### src/rtl/bin2bcd_if.sv
// Request/response bundle between a binary source and the sequential BCD converter.
interface bin2bcd_if #(
   parameter int unsigned BIN_W = 16
);
   logic             start;
   logic [BIN_W-1:0] bin;
   logic             busy;
   logic             done;
   logic [15:0]      bcd;
   logic             ovf;

   modport master (output start, bin, input busy, done, bcd, ovf);
   modport slave  (input start, bin, output busy, done, bcd, ovf);
endinterface

### src/rtl/bin2bcd_seq.sv
// Sequential double-dabble binary to 4-digit packed BCD converter, one shift per clock.
// The ten-thousands digit is kept internally only to flag overflow.
module bin2bcd_seq #(
   parameter int unsigned BIN_W = 16
) (
   input  logic      clk,
   input  logic      rst_n,
   bin2bcd_if.slave  bus
);
   localparam int unsigned ACC_W  = 20;
   localparam int unsigned DIGITS = ACC_W / 4;
   localparam int unsigned CNT_W  = (BIN_W > 1) ? $clog2(BIN_W) : 1;

   typedef enum logic [1:0] {IDLE, SHIFT, DONE} state_t;

   state_t           state_q, state_d;
   logic [BIN_W-1:0] sh_q, sh_d;
   logic [ACC_W-1:0] acc_q, acc_d, acc_adj;
   logic [CNT_W-1:0] cnt_q, cnt_d;
   logic             busy_q, busy_d;
   logic             done_q, done_d;
   logic [15:0]      bcd_q, bcd_d;
   logic             ovf_q, ovf_d;

   // Add 3 to every digit >= 5 so the following shift carries correctly into the next digit.
   function automatic logic [ACC_W-1:0] add3(input logic [ACC_W-1:0] a);
      logic [ACC_W-1:0] r;
      logic [3:0]       d;
      r = a;
      for (int i = 0; i < int'(DIGITS); i++) begin
         d = a[4*i +: 4];
         if (d >= 4'd5) d = d + 4'd3;
         r[4*i +: 4] = d;
      end
      return r;
   endfunction

   assign acc_adj = add3(acc_q);

   always_ff @(posedge clk) begin
      if (!rst_n) begin
         state_q <= IDLE;
         sh_q    <= '0;
         acc_q   <= '0;
         cnt_q   <= '0;
         busy_q  <= 1'b0;
         done_q  <= 1'b0;
         bcd_q   <= 16'h0000;
         ovf_q   <= 1'b0;
      end else begin
         state_q <= state_d;
         sh_q    <= sh_d;
         acc_q   <= acc_d;
         cnt_q   <= cnt_d;
         busy_q  <= busy_d;
         done_q  <= done_d;
         bcd_q   <= bcd_d;
         ovf_q   <= ovf_d;
      end
   end

   always_comb begin
      state_d = state_q;
      sh_d    = sh_q;
      acc_d   = acc_q;
      cnt_d   = cnt_q;
      busy_d  = busy_q;
      done_d  = 1'b0;
      bcd_d   = bcd_q;
      ovf_d   = ovf_q;
      unique case (state_q)
         IDLE: begin
            busy_d = 1'b0;
            if (bus.start) begin
               sh_d    = bus.bin;
               acc_d   = '0;
               cnt_d   = '0;
               busy_d  = 1'b1;
               state_d = SHIFT;
            end
         end
         SHIFT: begin
            acc_d = {acc_adj[ACC_W-2:0], sh_q[BIN_W-1]};
            sh_d  = {sh_q[BIN_W-2:0], 1'b0};
            cnt_d = cnt_q + CNT_W'(1);
            if (cnt_q == CNT_W'(BIN_W - 1)) state_d = DONE;
         end
         DONE: begin
            bcd_d   = acc_q[15:0];
            ovf_d   = |acc_q[ACC_W-1:16];
            done_d  = 1'b1;
            busy_d  = 1'b0;
            state_d = IDLE;
         end
         default: state_d = IDLE;
      endcase
   end

   assign bus.busy = busy_q;
   assign bus.done = done_q;
   assign bus.bcd  = bcd_q;
   assign bus.ovf  = ovf_q;
endmodule

### src/flat_wrapper.sv
// flat-port wrapper written by rule: the top's interface ports become plain ports
module bin2bcd_seq_flat 
#(
   parameter int unsigned BIN_W = 16
)
  (clk, rst_n, bus_start, bus_bin, bus_busy, bus_done, bus_bcd, bus_ovf);
  bin2bcd_if #(.BIN_W(BIN_W)) bus_i ();
  input  logic clk;
  input  logic rst_n;
  input wire logic [$bits(bus_i.start)-1:0] bus_start;
  input wire logic [$bits(bus_i.bin)-1:0] bus_bin;
  output wire logic [$bits(bus_i.busy)-1:0] bus_busy;
  output wire logic [$bits(bus_i.done)-1:0] bus_done;
  output wire logic [$bits(bus_i.bcd)-1:0] bus_bcd;
  output wire logic [$bits(bus_i.ovf)-1:0] bus_ovf;
  assign bus_i.start = bus_start;
  assign bus_i.bin = bus_bin;
  assign bus_busy = bus_i.busy;
  assign bus_done = bus_i.done;
  assign bus_bcd = bus_i.bcd;
  assign bus_ovf = bus_i.ovf;
  bin2bcd_seq #(.BIN_W(BIN_W)) u_core (.clk(clk), .rst_n(rst_n), .bus(bus_i));
endmodule
### config.mk
export PLATFORM = sky130hd
export DESIGN_NAME = bin2bcd_seq_flat
export DESIGN_NICKNAME = d
export VERILOG_FILES = /design/src/rtl/bin2bcd_if.sv /design/src/rtl/bin2bcd_seq.sv /design/src/flat_wrapper.sv
export SDC_FILE = /design/constraint.sdc
export NUM_CORES = 1
export LEC_CHECK = 0
export ABC_AREA = 1
export BUFFER_PORTS_ARGS = -buffer_cell sky130_fd_sc_hd__clkbuf_2
export CORE_ASPECT_RATIO = 1.25
export CORE_MARGIN = 8
export CORE_UTILIZATION = 40
export CTS_CLUSTER_DIAMETER = 30
export DETAILED_ROUTE_END_ITERATION = 10
export GPL_ROUTABILITY_DRIVEN = 0
export PLACE_DENSITY = 0.58
export SLEW_MARGIN = 25
export SYNTH_ARGS = -nofsm -noshare
export SYNTH_HDL_FRONTEND = slang
export SYNTH_SLANG_ARGS = --single-unit
### constraint.sdc
create_clock -name clk -period 3.5 [get_ports clk]
set_input_delay 0.525 -clock clk [delete_from_list [all_inputs] [get_ports clk]]
set_output_delay 0.525 -clock clk [all_outputs]
set_load 0.005 [all_outputs]
==> qor.yml, run 1 <==
outcome:
  outcome: "completed"
min_path:
  worstHoldStart: "bus_bin[0]"
  hold-path-endpoint: "u_core.sh_q[0]"
  hold_depth: 3
  hold_class: "primary input to flip-flop"
placed_design:
  placed_cell_area_mm2: 0.002993
  port_buffers: 37
  dp_slack_ns: 1.449
  dp.final_hpwl_mm: 4.249
route:
  wl_per_cell_um: 12.35
  vias: 2475
  final_antenna_net_count: 0
  drt_iter0_drc: 95
  routed_wl_mm: 6.273
  viasPerCell: 4.872
  route.detailed.drc: 0
  drtPass1Iterations: 4
timing:
  hold_viol: 0
  tightest_slew_ns: 0.7910
  post-route-min-period_ns: 1.695
  max_freq_ghz: 0.5898
  max-slew-margin-rel_pct: 47.14
  slew_violations: 0
  setup_viol: 0
  setup_ws_ns: 1.805
  clock_skew_ns: 0.004367
  grt_setup_unrepaired: "no"
  timing.final.crit_share_pct: 48.44
  finalSetupTns_ns: 0
clock_tree:
  clk_latency_ns: 0.34
  cts_setup_buffers: 0
  cts.clk_slew.worst_paths_ns: 0.06
  clock_sinks: 61
  holdBufCountCts: 0
  tritoncts: "built"
  cts_root_buf: "clkbuf_8"
  post_cts_resized: 0
  htreeDepth: 3
  clock_path_buffers: 2
  cts_buffers: 9
finish:
  diodes: 0
  final_area_mm2: 0.003164
  area_delta_synth_final_pct: 14.38
  nNetsFinal: 444
  drive_above_1_share_pct: 13.88
  final_cell_mix: "nand2_1 (96), dfxtp_1 (61), a21oi_1 (50)"
  final_common_cell: "nand2_1"
floorplan:
  rows: 34
  core_mm2: 0.006849
  die_y_um: 109.0
  die_area_mm2: 0.009850
  start_util_pct: 40.39
  pin_count: 38
  fp.dieW_um: 90.38
synth:
  synth_area_per_cell_um2: 7.280
  synth-compound-area-share_pct: 17.05
  ys_dominant_reg_cell: "dfxtp_1"
  syn_inst: 380
  synth_top_family_by_area: "simple AND/OR/NAND/NOR gates"
  synth_seq_area_share_pct: 44.14
  syn_area_mm2: 0.002766
  synth-seq-cells: 61
  synth-async-reset-ratio_pct: 0
  synth_cell_types: 27
  synth_adder_area_share_pct: 5.427
  synth.area.mux_share_pct: 0
  synth_fp_nets: 411
  synth_edf_count: 0
  yosys.area_share.simple_pct: 25.06
  synth-xor-area-share_pct: 0
  ys_warn_count: 0
worst_setup_path:
  critical_path_required_ns: 3.76
  endpoint_kind: "flip-flop"
  cp.arrival_ns: 1.96
  crit_fanout: 26
  crit-reg2reg-capture: "u_core.acc_q[0]"
  reg2reg_from: "u_core.state_q[0]"
  r2r_slack_ns: 1.82
  start_kind: "primary input"
  worstSetupPathType: "primary input to flip-flop"
  reg2regPathDepth: 6
global_route:
  first_global_vias: 2397
  grt-ovfl-total: 0
  antenna_found_initial: 0
  track_usage_pct: 13.64
  grt_pass1_wl_mm: 10.89
  grt_max_degree: 36
power:
  clkPwrFrac_pct: 40.8
  power_density_mw_per_mm2: 429.8
  ir_drop_mv: 0.1931
  power_frac_comb_pct: 6.3
  swShare_pct: 24.10
  leakagePower_nw: 1.368
  p_switching_mw: 0.3278
  seq_power_share_pct: 52.9
  total_power_mw: 1.360
  internal_power_mw: 1.032
run:
  drv_cap: 0
[state kept, by name (all words and copies together), names as in the netlist]
register         count
u_core.acc_q        20
u_core.bus.bcd      16
u_core.bus.busy      1
u_core.bus.done      1
u_core.bus.ovf       1
u_core.cnt_q         4
u_core.sh_q         16
u_core.state_q       2
[synthesized netlist by cell type, types with 2 or more instances]
master	count	share of area, %
a21oi_1	50	9.0
a22oi_1	5	1.4
a31oi_1	2	0.45
buf_2	4	0.72
buf_4	3	0.81
clkbuf_1	7	0.95
dfxtp_1	61	44
ha_1	12	5.4
inv_1	35	4.7
inv_2	3	0.41
nand2_1	96	13
nand2_2	2	0.45
nand3_1	28	5.1
nand4_1	10	2.3
nor2_1	22	3.0
nor2_2	2	0.45
o211ai_1	2	0.54
o21ai_0	27	4.9
[cell type report]
cell class                      instances  area, µm²
Clock buffer                           15      166.4
Tap cell                               90      112.6
Fill cell                             738       3685
Multi-Input combinational cell        264       1320
Timing Repair Buffer                   38      192.7
Inverter                               39      146.4
Sequential cell                        61       1221
Clock inverter                          1      5.005
[power groups by stage]
stage / registers (mW) / logic (mW) / clock network (mW)
after global placement: 0.735 / 0.0869 / 0
after global routing: 0.721 / 0.0991 / 0.607
after detailed placement: 0.735 / 0.0877 / 0
after CTS: 0.719 / 0.0876 / 0.576
final: 0.720 / 0.0856 / 0.555
after floorplan: 0.733 / 0.0643 / 0
[metrics by stage]
step	util, %	cells	hold WS [ns]
6_report	46.20	508	0.4300
5_1_grt	46.20	508	0.4223
3_3_place_gp	43.62	492	0.4458
2_1_floorplan	-	380	0.4262
3_5_place_dp	43.70	492	0.4513
4_1_cts	46.20	508	0.4187
[worst max path at each step]
stage               startpoint                 to  cells past startpoint
global placement         rst_n     u_core.sh_q[2]                      4
detailed placement       rst_n    u_core.bus.done                      4
global route             rst_n  u_core.state_q[0]                      4
finish                   rst_n    u_core.bus.done                      4
CTS                      rst_n    u_core.bus.done                      4
floorplan                rst_n     u_core.sh_q[0]                      4
[routing by layer]
metal / part of all wire (%) / vias up / wire length (µm) / global-route usage [%]
met3: 4.0 / 11 / 254 / 3.168
met1: 48 / 1089 / 2995 / 15.23
met4: 2.3 / 0 / 143 / 8.343
met5: 0 / - / 0 / 0
li1: - / 1329 / - / -
met2: 46 / 46 / 2880 / 23.45
[worst max-delay path: stages]
cell,delay [ns]
clkbuf_2,0.41
clkinv_1,0.50
buf_4,0.37
nor3_1,0.14
[cells by family (layout without fill, tap and decap cells)]
| group | count (synthesis) | count (layout) |
|---|---|---|
| adders and majority gates | 12 | 12 |
| buffers and inverters | 55 | 93 |
| and+or+nand+nor | 163 | 163 |
| DFF | 61 | 61 |
| AOI/OAI and AO/OA | 89 | 89 |
Power figures use the tool's default switching activity.
==> run 2, diff against run 1 <==
Clock period 3.5 ns to 1.8 ns, I/O delays scaled along.
==> run 2 against run 1 <==
Net effect:
- register-to-register slack lost 1.5 ns
- critical path depth up 4
- worst hold slack worse by 0.26 ns
- global-route usage shrank 0.073 points
- setup slack worse by 1.5 ns
- first-iteration DRC count decreased by 13%
- power up 92%
- sequential share of layout area shrank 0.57 points
- core utilization grew 0.69 points
- sequential cell count did not move
- critical endpoint is now u_core.sh_q[10]
==> qor.yml, run 2 (same netlist as run 1, synthesis figures left out) <==
worst_setup_path:
  crit_fanout: 21  # -19%
  crit_path_start: "u_core.state_q[0]"
  critical_path_required_ns: 2.04  # -1.72 ns
  start_kind: "flip-flop"
  path_delay_family: "simple AND/OR/NAND/NOR gates"
  worstPathBufferInverterCount: 3  # unchanged
  cpPeakStageDelay_ns: 0.46  # -0.04 ns
  cp.arrival_ns: 1.69  # -0.27 ns
  endpoint_kind: "flip-flop"
  crit-reg2reg-capture: "u_core.sh_q[10]"
  r2r_slack_ns: 0.35  # -1.47 ns
  crit_chain: "nand2_2 -> nand2_2 -> inv_2 -> buf_12 -> nand2_1 -> nand3_1 -> nand2_1 -> inv_1"
  reg2regPathDepth: 8  # +2
  worstSetupPathType: "flip-flop to flip-flop"
  reg2reg_from: "u_core.state_q[0]"
  crit_cells: 8  # +4
  crit_end: "u_core.sh_q[10]"
  worst_path_max_delay_cell: "dfxtp_1"
route:
  routed_wl_mm: 6.262  # -0.18%
  route.detailed.drc: 0  # unchanged
  final_antenna_net_count: 0  # unchanged
  viasPerCell: 4.914  # +0.87%
  drt_iter0_drc: 83  # -13%
  vias: 2526  # +2.1%
  drtPass1Iterations: 6  # +2
  wl_per_cell_um: 12.18  # -1.3%
finish:
  fin_cells: 514  # +1.2%
  largest-register: "u_core.acc_q"
  largest_reg_flops: 20  # unchanged
  diodes: 0  # unchanged
  nNetsFinal: 451  # +1.6%
  area_delta_synth_final_pct: 16.10
  drive_above_1_share_pct: 15.33  # +1.5 points
  final_cell_mix: "nand2_1 (96), dfxtp_1 (61), a21oi_1 (50)"
  final_area_mm2: 0.003212  # +1.5%
  final_common_cell: "nand2_1"
floorplan:
  core_mm2: 0.006849  # unchanged
  start_util_pct: 40.39  # unchanged
  rows: 34  # unchanged
  die_area_mm2: 0.009850  # unchanged
  pin_count: 38  # unchanged
  die_y_um: 109.0  # unchanged
  fp.dieW_um: 90.38  # unchanged
global_route:
  grt_pass1_wl_mm: 10.92  # +0.25%
  track_usage_pct: 13.57  # -0.073 points
  first_global_vias: 2390  # -0.29%
  grt_max_degree: 35  # -2.8%
  grt-ovfl-total: 0  # unchanged
  antenna_found_initial: 0  # unchanged
run:
  drv_cap: 0  # unchanged
power:
  ir_drop_mv: 0.4346  # +130%
  leakagePower_nw: 1.403  # +2.5%
  power_density_mw_per_mm2: 811.4  # +89%
placed_design:
  port_buffers: 37  # unchanged
  dp.final_hpwl_mm: 4.335  # +2.0%
  dp.cells: 499  # +1.4%
  placed_cell_area_mm2: 0.003053  # +2.0%
  dp_slack_ns: 0.3183  # -1.131 ns
clock_tree:
  cts_root_buf: "clkbuf_8"
  cts.clk_slew.worst_paths_ns: 0.06  # about the same
  cts_setup_buffers: 0  # unchanged
  post_cts_resized: 0  # unchanged
  clock_sinks: 61  # unchanged
  clk_latency_ns: 0.34  # about the same
  clock_path_buffers: 2  # unchanged
  cts_buffers: 9  # unchanged
  htreeDepth: 3  # unchanged
  tritoncts: "built"
  holdBufCountCts: 0  # unchanged
timing:
  setup_viol: 0  # unchanged
  max-slew-margin-rel_pct: 77.81  # +31 points
  tightest_slew_ns: 0.3303  # -0.4607 ns
  clock_skew_ns: 0.008348  # +0.003981 ns
  hold_viol: 0  # unchanged
  grt_setup_unrepaired: "no"
  setup_ws_ns: 0.3493  # -1.455 ns
  slew_violations: 0  # unchanged
  timing.final.crit_share_pct: 80.59
  post-route-min-period_ns: 1.451
  holdWs_ns: 0.1681  # -0.2619 ns
  finalSetupTns_ns: 0  # unchanged
  max_freq_ghz: 0.6893
outcome:
  outcome: "completed"
min_path:
  hold_class: "primary input to flip-flop"
==> run 2: cell count changes in the layout (fill, tap and decap cells not counted), sizes merged <==
cell and change:
buf +7, clkinv +1, clkbuf -2
==> run 2: worst min-delay path by stage <==
stage | to | from | depth (start not counted) | slack, ns
floorplan | u_core.sh_q[0] | bus_bin[0] | 2 | 0.42
global placement | u_core.sh_q[15] | u_core.sh_q[15] | 2 | 0.45
detailed placement | u_core.sh_q[5] | u_core.sh_q[4] | 2 | 0.45
CTS | u_core.sh_q[0] | bus_bin[0] | 3 | 0.16
global route | u_core.sh_q[0] | bus_bin[0] | 3 | 0.17
finish | u_core.sh_q[0] | bus_bin[0] | 3 | 0.17
==> run 2: worst register-to-register path, delay by kind of cell (launching register included) <==
| kind | cells | cell delay [ns] |
|---|---|---|
| and+or+nand+nor | 5 | 0.53 |
| DFF | 1 | 0.46 |
| buffers and inverters | 3 | 0.36 |
==> run 2: layout make-up <==
cell class | count | area [µm²]
clock inverters | 2 | 10.01
multi-input cells | 264 | 1315
clock buffers | 13 | 148.9
well taps | 90 | 112.6
flip-flops and latches | 61 | 1221
inverters | 39 | 146.4
fillers | 715 | 3637
repair buffers | 45 | 257.7
==> run 2: metal layers <==
metal	share of wire [%]	up-vias	GRT usage (%)	wire (µm)
li1	-	1334	-	-
met1	46	1124	16.46	2879
met2	47	57	21.07	2912
met3	5.2	11	3.375	323
met4	2.3	0	9.178	147
met5	0	-	0	0
==> run 2: power breakdown <==
| group | leakage, nW | internal [mW] | total (mW) | switching, mW |
|---|---|---|---|---|
| combinational | 0.825 | 0.0678 | 0.184 | 0.117 |
| sequential | 0.494 | 1.38 | 1.40 | 0.0184 |
| clock | 0.0833 | 0.526 | 1.02 | 0.497 |
==> run 2: metrics by stage <==
| step | power, mW | util [%] |
|---|---|---|
| after global placement | 1.613 | 44.57 |
| after detailed placement | 1.617 | 44.57 |
| final | 2.606 | 46.89 |
| after CTS | 2.648 | 46.89 |
| after floorplan | 1.549 | - |
| after global routing | 2.717 | 46.89 |
==> run 3, diff against run 2 <==
Clock period 1.8 ns to 1.5 ns, I/O delays scaled along.
==> run 3 against run 2 <==
Net effect:
- routed wire length is 1.2% lower
- register-to-register slack got worse by 0.20 ns
- worst hold slack got worse by 0.055 ns
- count of clock-buffer cells in the layout shrank 1
- clock power rose by 25%
- largest power group unchanged
- highest routed layer unchanged
==> qor.yml, run 3 (same netlist as run 1, synthesis figures left out) <==
worst_setup_path:
  cp.arrival_ns: 1.63  # -0.06 ns
  cpPeakStageDelay_ns: 0.38  # -0.08 ns
  crit_chain: "inv_1 -> ha_1 -> inv_1 -> nand2_1 -> nand3_1 -> nand2_1 -> nor2_1 -> nor2_1 -> nor2_1"
  worstSetupPathType: "flip-flop to flip-flop"
  start_kind: "flip-flop"
  worst_path_max_delay_cell: "dfxtp_1"
  crit_fanout: 5  # -76%
  reg2regPathDepth: 9  # +1
  crit_cells: 9  # +1
  critical_path_required_ns: 1.78  # -0.26 ns
  path_delay_family: "simple AND/OR/NAND/NOR gates"
  endpoint_kind: "flip-flop"
  crit_top_cell: "nor2_1"
  worstPathBufferInverterCount: 2  # -1
finish:
  diodes: 0  # unchanged
  area_delta_synth_final_pct: 17.59
  largest_reg_flops: 20  # unchanged
  drive_above_1_share_pct: 15.80  # +0.47 points
  final_common_cell: "nand2_1"
  final_area_mm2: 0.003253  # +1.3%
  fin_util_pct: 47.50  # +0.60 points
  nNetsFinal: 452  # +0.22%
  largest-register: "u_core.acc_q"
  final_cell_mix: "nand2_1 (96), dfxtp_1 (61), a21oi_1 (50)"
  fillers: 715  # unchanged
  fin_cells: 514  # unchanged
global_route:
  grt_pass1_wl_mm: 10.92  # unchanged
  grt-ovfl-total: 0  # unchanged
  track_usage_pct: 13.62  # +0.048 points
  first_global_vias: 2459  # +2.9%
  grt_max_degree: 37  # +5.7%
  antenna_found_initial: 0  # unchanged
placed_design:
  dp_slack_ns: 0.09941  # -0.2189 ns
  port_buffers: 37  # unchanged
  dp.cells: 500  # +0.20%
  placed_cell_area_mm2: 0.003085  # +1.1%
  dp.final_hpwl_mm: 4.205  # -3.0%
floorplan:
  fp.dieW_um: 90.38  # unchanged
  die_area_mm2: 0.009850  # unchanged
  die_y_um: 109.0  # unchanged
  rows: 34  # unchanged
  core_mm2: 0.006849  # unchanged
  pin_count: 38  # unchanged
  start_util_pct: 40.39  # unchanged
power:
  ir_drop_mv: 0.6018  # +38%
  power_density_mw_per_mm2: 979.4  # +21%
  total_power_mw: 3.186  # +22%
  leakagePower_nw: 1.419  # +1.1%
clock_tree:
  tritoncts: "built"
  clock_path_buffers: 2  # unchanged
  cts.clk_slew.worst_paths_ns: 0.06  # about the same
  clk_latency_ns: 0.34  # about the same
  cts_buffers: 9  # unchanged
  cts_root_buf: "clkbuf_8"
  htreeDepth: 3  # unchanged
  clock_sinks: 61  # unchanged
timing:
  max-slew-margin-rel_pct: 78.23  # +0.42 points
  setup_ws_ns: 0.1489  # -0.2004 ns
  grt_setup_unrepaired: "no"
  tightest_slew_ns: 0.3266  # -0.003725 ns
  slew_violations: 0  # unchanged
  post-route-min-period_ns: 1.351  # -0.09955 ns
  max_freq_ghz: 0.7401  # +7.4%
  timing.final.crit_share_pct: 90.08  # +9.5 points
  hold_viol: 0  # unchanged
  clock_skew_ns: 0.003718  # -0.004630 ns
  holdWs_ns: 0.1131  # -0.05504 ns
  setup_viol: 0  # unchanged
  finalSetupTns_ns: 0  # unchanged
route:
  wl_per_cell_um: 12.04  # -1.2%
  final_antenna_net_count: 0  # unchanged
  route.detailed.drc: 0  # unchanged
  viasPerCell: 4.879  # -0.71%
  drtPass1Iterations: 4  # -2
  drt_iter0_drc: 128  # +54%
  routed_wl_mm: 6.188  # -1.2%
  vias: 2508  # -0.71%
min_path:
  hold_depth: 3  # unchanged
  hold_class: "primary input to flip-flop"
run:
  drv_cap: 0  # unchanged
outcome:
  outcome: "completed"
run 3: cell count changes in the layout (fill, tap and decap cells not counted), sizes merged:
cell and change:
buf +1, clkbuf -1
run 3: path summary, 6_finish.rpt:
kind                          end            start  slack, ns
setup / recovery  u_core.acc_q[8]  u_core.acc_q[4]       0.15
hold / removal     u_core.sh_q[0]       bus_bin[0]       0.11
setup reg to reg  u_core.acc_q[8]  u_core.acc_q[4]       0.15
hold reg to reg   u_core.bus.busy  u_core.bus.busy       0.46
run 3: report_power, final:
part	switching [mW]	total, mW	internal [mW]
Combinational	0.144	0.232	0.0884
Clock	0.610	1.28	0.665
Sequential	0.0224	1.68	1.66
Total	0.776	3.19	2.41
run 3: repair_timing:
item	4_1_cts	5_1_grt
hold buffers	0	0
resized for setup	0	2
setup buffers	0	0
setup endpoints to repair	0	28
run 3: cell type report:
class	count	area, µm²	area share [%]
Clock inverter	2	10.01	0.3077
Clock buffer	12	155.1	4.769
Tap cell	90	112.6	3.462
Sequential cell	61	1221	37.54
Inverter	39	148.9	4.577
Timing Repair Buffer	46	290.3	8.923
Multi-Input combinational cell	264	1315	40.42
run 3: routing by layer:
layer | vias to the layer above | wire length [µm] | global-route usage [%]
met1 | 1107 | 2829 | 14.42
met2 | 53 | 2882 | 23.66
met3 | 11 | 345 | 4.821
li1 | 1337 | - | -
met5 | - | 0 | 0
met4 | 0 | 129 | 7.151
run 3: tightest hold or removal path, delay by kind of cell:
kind	cells	cell delay, ns
and+or+nand+nor	1	0.05
AOI/OAI and AO/OA	1	0.06
buffers and inverters	1	0.08
